===== src/rtl/camera_pixel_capture_pkg.sv =====
// Shared capture types: FSM state encoding and RGB444 pixel width.
// Also imported by the framebuffer side.
package camera_pixel_capture_pkg;

    localparam int PIXEL_W = 12;

    typedef enum logic [1:0] {
        WAIT_FRAME = 2'd0,
        WAIT_LINE  = 2'd1,
        BYTE_HI    = 2'd2,
        BYTE_LO    = 2'd3
    } cap_state_t;

endpackage


===== src/rtl/camera_pixel_capture_edge_detect.sv =====
// Rise/fall pulse generator: compares the input against its registered copy.
// Pulses are valid in the same cycle the new level is seen.
module camera_pixel_capture_edge_detect (
    input  logic clk,
    input  logic rst,
    input  logic i_sig,
    output logic o_rise,
    output logic o_fall
);

    logic r_prev;

    always_ff @(posedge clk) begin
        if (!rst) begin
            r_prev <= 1'b0;
        end else begin
            r_prev <= i_sig;
        end
    end

    assign o_rise = i_sig & ~r_prev;
    assign o_fall = ~i_sig & r_prev;

endmodule


===== src/rtl/camera_pixel_capture.sv =====
// DVP-style camera byte stream to RGB444 pixel strobes.
// Two bytes per pixel; frame and line framing from vsync/href edges.
module camera_pixel_capture
    import camera_pixel_capture_pkg::*;
#(
    parameter int FRAME_WIDTH  = 240,
    parameter int FRAME_HEIGHT = 320
) (
    input  logic               clk,
    input  logic               rst,
    input  logic               cam_pclk,
    input  logic               cam_vsync,
    input  logic               cam_href,
    input  logic [7:0]         cam_data,
    output logic               axiov,
    output logic [PIXEL_W-1:0] axiod,
    output logic               frame_done,
    output logic [15:0]        line_y,
    output logic [15:0]        pixel_x
);

    localparam logic [15:0] W_LIM = 16'(FRAME_WIDTH);
    localparam logic [15:0] H_LIM = 16'(FRAME_HEIGHT);

    logic w_pclk_rise;
    logic w_pclk_fall_unused;
    logic w_vs_rise;
    logic w_vs_fall;
    logic w_href_rise_unused;
    logic w_href_fall;
    logic w_sample;
    logic w_visible;

    cap_state_t         r_state;
    logic [3:0]         r_hi;
    logic               r_axiov;
    logic [PIXEL_W-1:0] r_axiod;
    logic               r_frame_done;
    logic [15:0]        r_line_y;
    logic [15:0]        r_pixel_x;

    camera_pixel_capture_edge_detect u_pclk_edge (
        .clk    (clk),
        .rst    (rst),
        .i_sig  (cam_pclk),
        .o_rise (w_pclk_rise),
        .o_fall (w_pclk_fall_unused)
    );

    camera_pixel_capture_edge_detect u_vsync_edge (
        .clk    (clk),
        .rst    (rst),
        .i_sig  (cam_vsync),
        .o_rise (w_vs_rise),
        .o_fall (w_vs_fall)
    );

    camera_pixel_capture_edge_detect u_href_edge (
        .clk    (clk),
        .rst    (rst),
        .i_sig  (cam_href),
        .o_rise (w_href_rise_unused),
        .o_fall (w_href_fall)
    );

    assign w_sample  = w_pclk_rise & cam_href;
    assign w_visible = (r_pixel_x < W_LIM) && (r_line_y < H_LIM);

    always_ff @(posedge clk) begin
        if (!rst) begin
            r_state      <= WAIT_FRAME;
            r_hi         <= 4'd0;
            r_axiov      <= 1'b0;
            r_axiod      <= '0;
            r_frame_done <= 1'b0;
            r_line_y     <= 16'd0;
            r_pixel_x    <= 16'd0;
        end else begin
            r_axiov      <= 1'b0;
            r_frame_done <= 1'b0;
            // End of frame outranks any pixel finishing in the same cycle
            if (w_vs_rise && (r_state != WAIT_FRAME)) begin
                r_frame_done <= 1'b1;
                r_state      <= WAIT_FRAME;
            end else begin
                unique case (r_state)
                    WAIT_FRAME: begin
                        if (w_vs_fall) begin
                            r_state   <= WAIT_LINE;
                            r_line_y  <= 16'd0;
                            r_pixel_x <= 16'd0;
                        end
                    end
                    WAIT_LINE: begin
                        if (w_sample) begin
                            r_hi    <= cam_data[3:0];
                            r_state <= BYTE_LO;
                        end
                    end
                    BYTE_HI, BYTE_LO: begin
                        if (w_href_fall) begin
                            r_state   <= WAIT_LINE;
                            r_pixel_x <= 16'd0;
                            if ((r_pixel_x != 16'd0) && (r_line_y != 16'hFFFF))
                                r_line_y <= r_line_y + 16'd1;
                        end else if (w_sample && (r_state == BYTE_HI)) begin
                            r_hi    <= cam_data[3:0];
                            r_state <= BYTE_LO;
                        end else if (w_sample) begin
                            r_axiov <= w_visible;
                            r_axiod <= {r_hi, cam_data};
                            r_state <= BYTE_HI;
                            if (r_pixel_x != 16'hFFFF)
                                r_pixel_x <= r_pixel_x + 16'd1;
                        end
                    end
                endcase
            end
        end
    end

    assign axiov      = r_axiov;
    assign axiod      = r_axiod;
    assign frame_done = r_frame_done;
    assign line_y     = r_line_y;
    assign pixel_x    = r_pixel_x;

endmodule


===== config.mk =====
export PLATFORM = sky130hd
export DESIGN_NAME = camera_pixel_capture
export DESIGN_NICKNAME = d
export VERILOG_FILES = /design/src/rtl/camera_pixel_capture_pkg.sv /design/src/rtl/camera_pixel_capture_edge_detect.sv /design/src/rtl/camera_pixel_capture.sv
export SDC_FILE = /design/constraint.sdc
export NUM_CORES = 1
export LEC_CHECK = 0
export BUFFER_PORTS_ARGS = -buffer_cell sky130_fd_sc_hd__buf_2
export CAP_MARGIN = 20
export CELL_PAD_IN_SITES_DETAIL_PLACEMENT = 2
export CELL_PAD_IN_SITES_GLOBAL_PLACEMENT = 2
export CORE_MARGIN = 2
export CORE_UTILIZATION = 34
export DETAILED_ROUTE_END_ITERATION = 8
export GPL_ROUTABILITY_DRIVEN = 0
export GPL_TIMING_DRIVEN = 0
export HOLD_SLACK_MARGIN = 0.06
export MAX_ROUTING_LAYER = met4
export PLACE_DENSITY_LB_ADDON = 0.1
export SYNTH_ARGS = -nofsm -noshare
export SYNTH_HDL_FRONTEND = slang
export SYNTH_SLANG_ARGS = --single-unit

===== constraint.sdc =====
create_clock -name clk -period 5.45 [get_ports clk]
set_clock_uncertainty 0.05 [all_clocks]
set_input_delay 1.09 -clock clk [delete_from_list [all_inputs] [get_ports clk]]
set_output_delay 1.09 -clock clk [all_outputs]
set_load 0.01 [all_outputs]

==> metrics, run 1 <==
fin crit share=55.1%; Slew HR=39.7%; CP startpoint kind=flip-flop; hold_buf cts=0; delay-heaviest family, CP=simple AND/OR/NAND/NOR gates; final antenna-violating net count=0; arrival time worst endpoint=3180 ps; die area=8980 µm²; first-pass GRT wire length=16000 µm; TritonCTS Buffers=5; syn_area_per_cell=8.00 µm²; status=complete, no violations; WS Path Type=flip-flop to flip-flop; vias in the first global route=3053; max cap viols=0; Place WS=2160 ps; Syn. warnings=0; DR top layer=met4; largest net degree at the start of global routing=21; Critical Path RT=5630 ps; syn nets=366; Placeable Area=8090 µm²; Power Density=211 nW/µm²; Nets=430; peak supply drop=0.0859 mV; DRC=0; routed wire length on met2=4810 µm; Area Overhead vs Synth=18.4%; initial antenna violation count=0; Worst-path clk slew=120 ps; vias post-DR=2985; Worst Hold Slack=412 ps; dpl hpwl=7510 µm; number of setup buffers added after CTS=0; setup ws final=2440 ps; Post-Route Utilization=41.0%; total gr overflow=0; CTS tree=yes; r2r endpoint=line_y[10]; ranking of synthesized cells by area=dfxtp_1 (39%), nand2_1 (7.0%), a21oi_1 (4.1%); top cell type's share of synthesized area=39.3%; Post-Syn Area=2800 µm²; post-synthesis register bit count=55; worst path bufs/invs=0; Die Width=94.8 µm; Clock Tree Root=clkbuf_8; CP cell instances=nor4_1 > nand4_1 > o221ai_1 > nor3_1 > o211a_1; CP max stage delay=770 ps; # rows=33; PortBufs=57; I/O Pins=59; Inserted Diodes=0; WL per Instance=18.9 µm; post-route met1 wirelength=4640 µm; dominant cell type by area after synthesis=dfxtp_1; start point of the worst hold path=axiod[1]; element type at the critical path end=flip-flop; layout cell share with drive strength beyond 1=19.8%; hold endpoint=axiod[1]; RSZ-0062 raised after global routing=false; Initial DRT Pass Iterations=4; FF-to-FF Start=pixel_x[11]; Worst path slowest cell=o221ai_1; Top FF cell, synth=dfxtp_1; Resized cells post-CTS=0; Leakage=1.27 nW; WL met3=280 µm; die height=94.8 µm; Num Clock Sinks=55; Final setup viols=0; setup_tns=0 ps; asr flop ratio synth=0%; drt via density=5.74; Final Critical Period=3010 ps; maximum net fanout on the critical path=9; final hold violations=0; DRT iter0 DRCs=86; CTS H-tree depth=2; actual slew at the worst max-slew pin=897 ps; Post-synth top cells=dfxtp_1 (55), nand2_1 (52), nor2_1 (29); Reg2Reg Depth=5; flop2flop setup slack=2440 ps; fmax=0.333 GHz; WL final=9810 µm; top-count cell post-synth=dfxtp_1; register area share after synthesis=39.3%; Final Max Tran Viols=0; Cell variety after synth=57; total track usage=23.3%; hold depth=2; post-route cell area=3320 µm²; Initial Util=34.6%; placed cell areas=3220 µm²; Mapped Cells=350; Longest Clk Path Bufs=2; Post-synth EDFFs=0; worst skew pair latency=330 ps; Hold Crit Class=flip-flop to flip-flop
[placed cells by master (no fill, tap or decap), drive strengths merged, types with 2 or more instances in the layout]
cell	netlist	final
a31oi	9	9
clkbuf	12	17
o21ai	13	13
nor2	29	29
or4	5	5
mux2i	7	7
a41oi	2	2
a221o	2	2
or3	3	3
a2111oi	2	2
and2	5	5
a21o	3	3
a211oi	2	2
o31ai	4	4
dfxtp	55	55
ha	3	3
a22oi	2	2
nor4b	3	3
and4	2	2
inv	12	15
nand3	22	22
nor3	15	15
o21a	3	3
o211ai	10	10
nand3b	2	2
buf	2	59
and3	4	4
nor4	7	7
nand2b	4	4
a21oi	23	23
nand4	11	11
nand2	52	52
o211a	2	2
[power by group]
group / internal, W / total (W) / switching, W
Combinational: 0.0000121 / 0.0000393 / 0.0000272
Sequential: 0.000404 / 0.000405 / 0.00000160
Clock: 0.0000976 / 0.000256 / 0.000159
[worst max path at each step]
stage                 from  depth (start not counted)  slack [ps]     endpoint
4_1_cts           cam_href                          6        2480  pixel_x[15]
3_5_place_dp      cam_href                          6        2160  pixel_x[15]
5_1_grt           cam_href                          6        2350  pixel_x[15]
3_3_place_gp      cam_href                          6        2180  pixel_x[15]
2_1_floorplan     cam_href                          5        2800  pixel_x[15]
6_report       pixel_x[11]                          5        2440   line_y[10]
[state kept, by name (all words and copies together), names as in the netlist]
| register | cells |
|---|---|
| u_href_edge.r_prev | 1 |
| frame_done | 1 |
| u_vsync_edge.r_prev | 1 |
| u_pclk_edge.r_prev | 1 |
| axiod | 12 |
| pixel_x | 16 |
| r_state | 2 |
| r_hi | 4 |
| axiov | 1 |
| line_y | 16 |
[final cells by class]
class                           count  area, µm²
Inverter                           12       45.0
Clock inverter                      3       28.8
Buffer                             14       65.1
Fill cell                        1014       4780
Timing Repair Buffer               57        285
Multi-Input combinational cell    269       1590
Clock buffer                        5       68.8
Sequential cell                    55       1100
Tap cell                          105        131
[metal layers]
layer	vias to the layer above	GRT usage, %
met5	-	-
met4	0	5.92
met3	8	2.79
met2	49	37.4
met1	1496	31.2
li1	1432	-
[per-stage QoR]
| stage | total power (W) | instances |
|---|---|---|
| 2_1_floorplan | 0.000437 | 350 |
| 3_3_place_gp | 0.000453 | 512 |
| 3_5_place_dp | 0.000454 | 512 |
| 4_1_cts | 0.000714 | 520 |
| 5_1_grt | 0.000732 | 520 |
| 6_report | 0.000701 | 520 |
[logic make-up after synthesis]
group,synth area share [%]
fa+ha+maj,1.34
compound gates,21.5
buf+inv,3.93
simple gates,31.4
mux,2.50
flops,39.3
[worst reg2reg max path, stage by stage, from the launching register on]
cell and delay, ps:
dfxtp_1 390, nor4_1 720, nand4_1 550, o221ai_1 770
nor3_1 180, o211a_1 260
Power figures use the tool's default switching activity.
==> run 2, diff against run 1 <==
--- a/config.mk
+++ b/config.mk
@@ -10,7 +10,7 @@
 export CELL_PAD_IN_SITES_DETAIL_PLACEMENT = 2
 export CELL_PAD_IN_SITES_GLOBAL_PLACEMENT = 2
 export CORE_MARGIN = 2
-export CORE_UTILIZATION = 34
+export CORE_UTILIZATION = 31
 export DETAILED_ROUTE_END_ITERATION = 8
 export GPL_ROUTABILITY_DRIVEN = 0
 export GPL_TIMING_DRIVEN = 0
==> constraint.sdc (replaced) <==
create_clock -name clk -period 2.96 [get_ports clk]
set_clock_uncertainty 0.05 [all_clocks]
set_input_delay 0.592 -clock clk [delete_from_list [all_inputs] [get_ports clk]]
set_output_delay 0.592 -clock clk [all_outputs]
set_load 0.01 [all_outputs]
==> metrics, run 2 (same netlist as run 1, synthesis figures left out) <==
status=complete, no violations; Initial DRT Pass Iterations=6; Leakage=1.27 nW; die area=9810 µm²; Worst path slowest cell=nor4_1; Longest Clk Path Bufs=2; initial antenna violation count=0; element type at the critical path end=flip-flop; most common cell after layout, fill and taps aside=buf_2; number of setup buffers added after CTS=0; most frequent cells in the layout=buf_2 (59), dfxtp_1 (55), nand2_1 (52); WL final=9790 µm; DRC=0; Placeable Area=8760 µm²; DRT iter0 DRCs=121; fin crit share=92.3%; arrival time worst endpoint=2900 ps; total track usage=21.0%; WS Path Type=flip-flop to flip-flop; CP max stage delay=700 ps; Worst-path clk slew=120 ps; Num Clock Sinks=55; I/O Pins=59; drt via density=5.71; # rows=34; dpl hpwl=7340 µm; Critical Path RT=3130 ps; setup_tns=0 ps; Clock Tree Root=clkbuf_8; TritonCTS Buffers=5; Final Critical Period=2730 ps; vias post-DR=2987; fmax=0.366 GHz; Inserted Diodes=0; Area Overhead vs Synth=19.3%; Hold Crit Class=flip-flop to flip-flop; first-pass GRT wire length=16000 µm; CTS H-tree depth=2; final hold violations=0; CP cell instances=nor4_1 > nand4_1 > o221ai_2 > nor3_1 > o211a_1; die height=99.1 µm; WL per Instance=18.7 µm; RSZ-0062 raised after global routing=false; PortBufs=57; vias in the first global route=3044; Final Max Tran Viols=0; maximum net fanout on the critical path=9; actual slew at the worst max-slew pin=850 ps; delay-heaviest family, CP=simple AND/OR/NAND/NOR gates; setup ws final=227 ps; largest net degree at the start of global routing=20; Die Width=99.1 µm; CTS tree=yes; Power Density=384 nW/µm²; layout cell share with drive strength beyond 1=20.2%; post-route cell area=3340 µm²; placed cell areas=3220 µm²; worst path bufs/invs=0; Slew HR=42.9%; peak supply drop=0.232 mV; total gr overflow=0; worst skew pair latency=320 ps; final antenna-violating net count=0; Initial Util=32.0%; max cap viols=0; Final setup viols=0; Post-Route Utilization=38.1%; Nets=430; CP startpoint kind=flip-flop; Place WS=47.6 ps
[run 2: changes by cell type in the layout (fill, tap and decap cells not counted)]
cell	previous run	this run
o221ai_1	1	0
nor4_2	0	1
nor4_1	7	6
inv_8	1	0
clkinv_4	0	1
a2111oi_2	1	0
a2111oi_4	0	1
o221ai_2	0	1
[run 2: worst min-delay path, delay by kind of cell, from the launching register on]
kind	cells	cell delay, ps
AO/OA/AOI/OAI	1	50
flip-flops	1	330
AND/OR/NAND/NOR	1	50
[run 2: path summary, 6_finish.rpt]
kind / startpoint / endpoint / cells after the start / slack, ps
worst max-delay path: pixel_x[11] / line_y[10] / 5 / 230
worst min-delay path: axiod[0] / axiod[0] / 2 / 420
worst max register to register: pixel_x[11] / line_y[10] / 5 / 230
worst min register to register: axiod[0] / axiod[0] / 2 / 420
[run 2: metal layers]
layer	share of wire (%)	GRT usage [%]	vias to the layer above
met5	0	-	-
met4	1.4	4.95	0
met3	2.5	2.62	10
met2	47	33.3	45
met1	49	28.7	1503
li1	-	-	1429
[run 2: repair_timing]
action | in CTS | in global routing
hold buffers | 0 | 0
resized for setup | 1 | 2
endpoints found under the hold margin | 0 | 0
endpoints found under the setup margin | 1 | 20
[run 2: report_power, final]
| part | switching, W | internal, W |
|---|---|---|
| Sequential | 0.00000293 | 0.000743 |
| Clock | 0.000287 | 0.000175 |
| Combinational | 0.0000515 | 0.0000226 |
| Total | 0.000342 | 0.000941 |
[run 2: area by class of cell]
cell class,instances,area (µm²)
well taps,108,135
flip-flops and latches,55,1100
fillers,1020,5420
inverters,12,45.0
repair buffers,57,285
clock buffers,5,68.8
multi-input cells,269,1620
clock inverters,3,26.3
plain buffers,14,65.1
[run 2: stage by stage]
stage	total power [W]	hold slack, ps	instances
finish	0.00128	416	523
global route	0.00134	448	523
floorplan	0.000804	382	350
detailed placement	0.000836	403	515
global placement	0.000835	389	515
CTS	0.00129	415	523
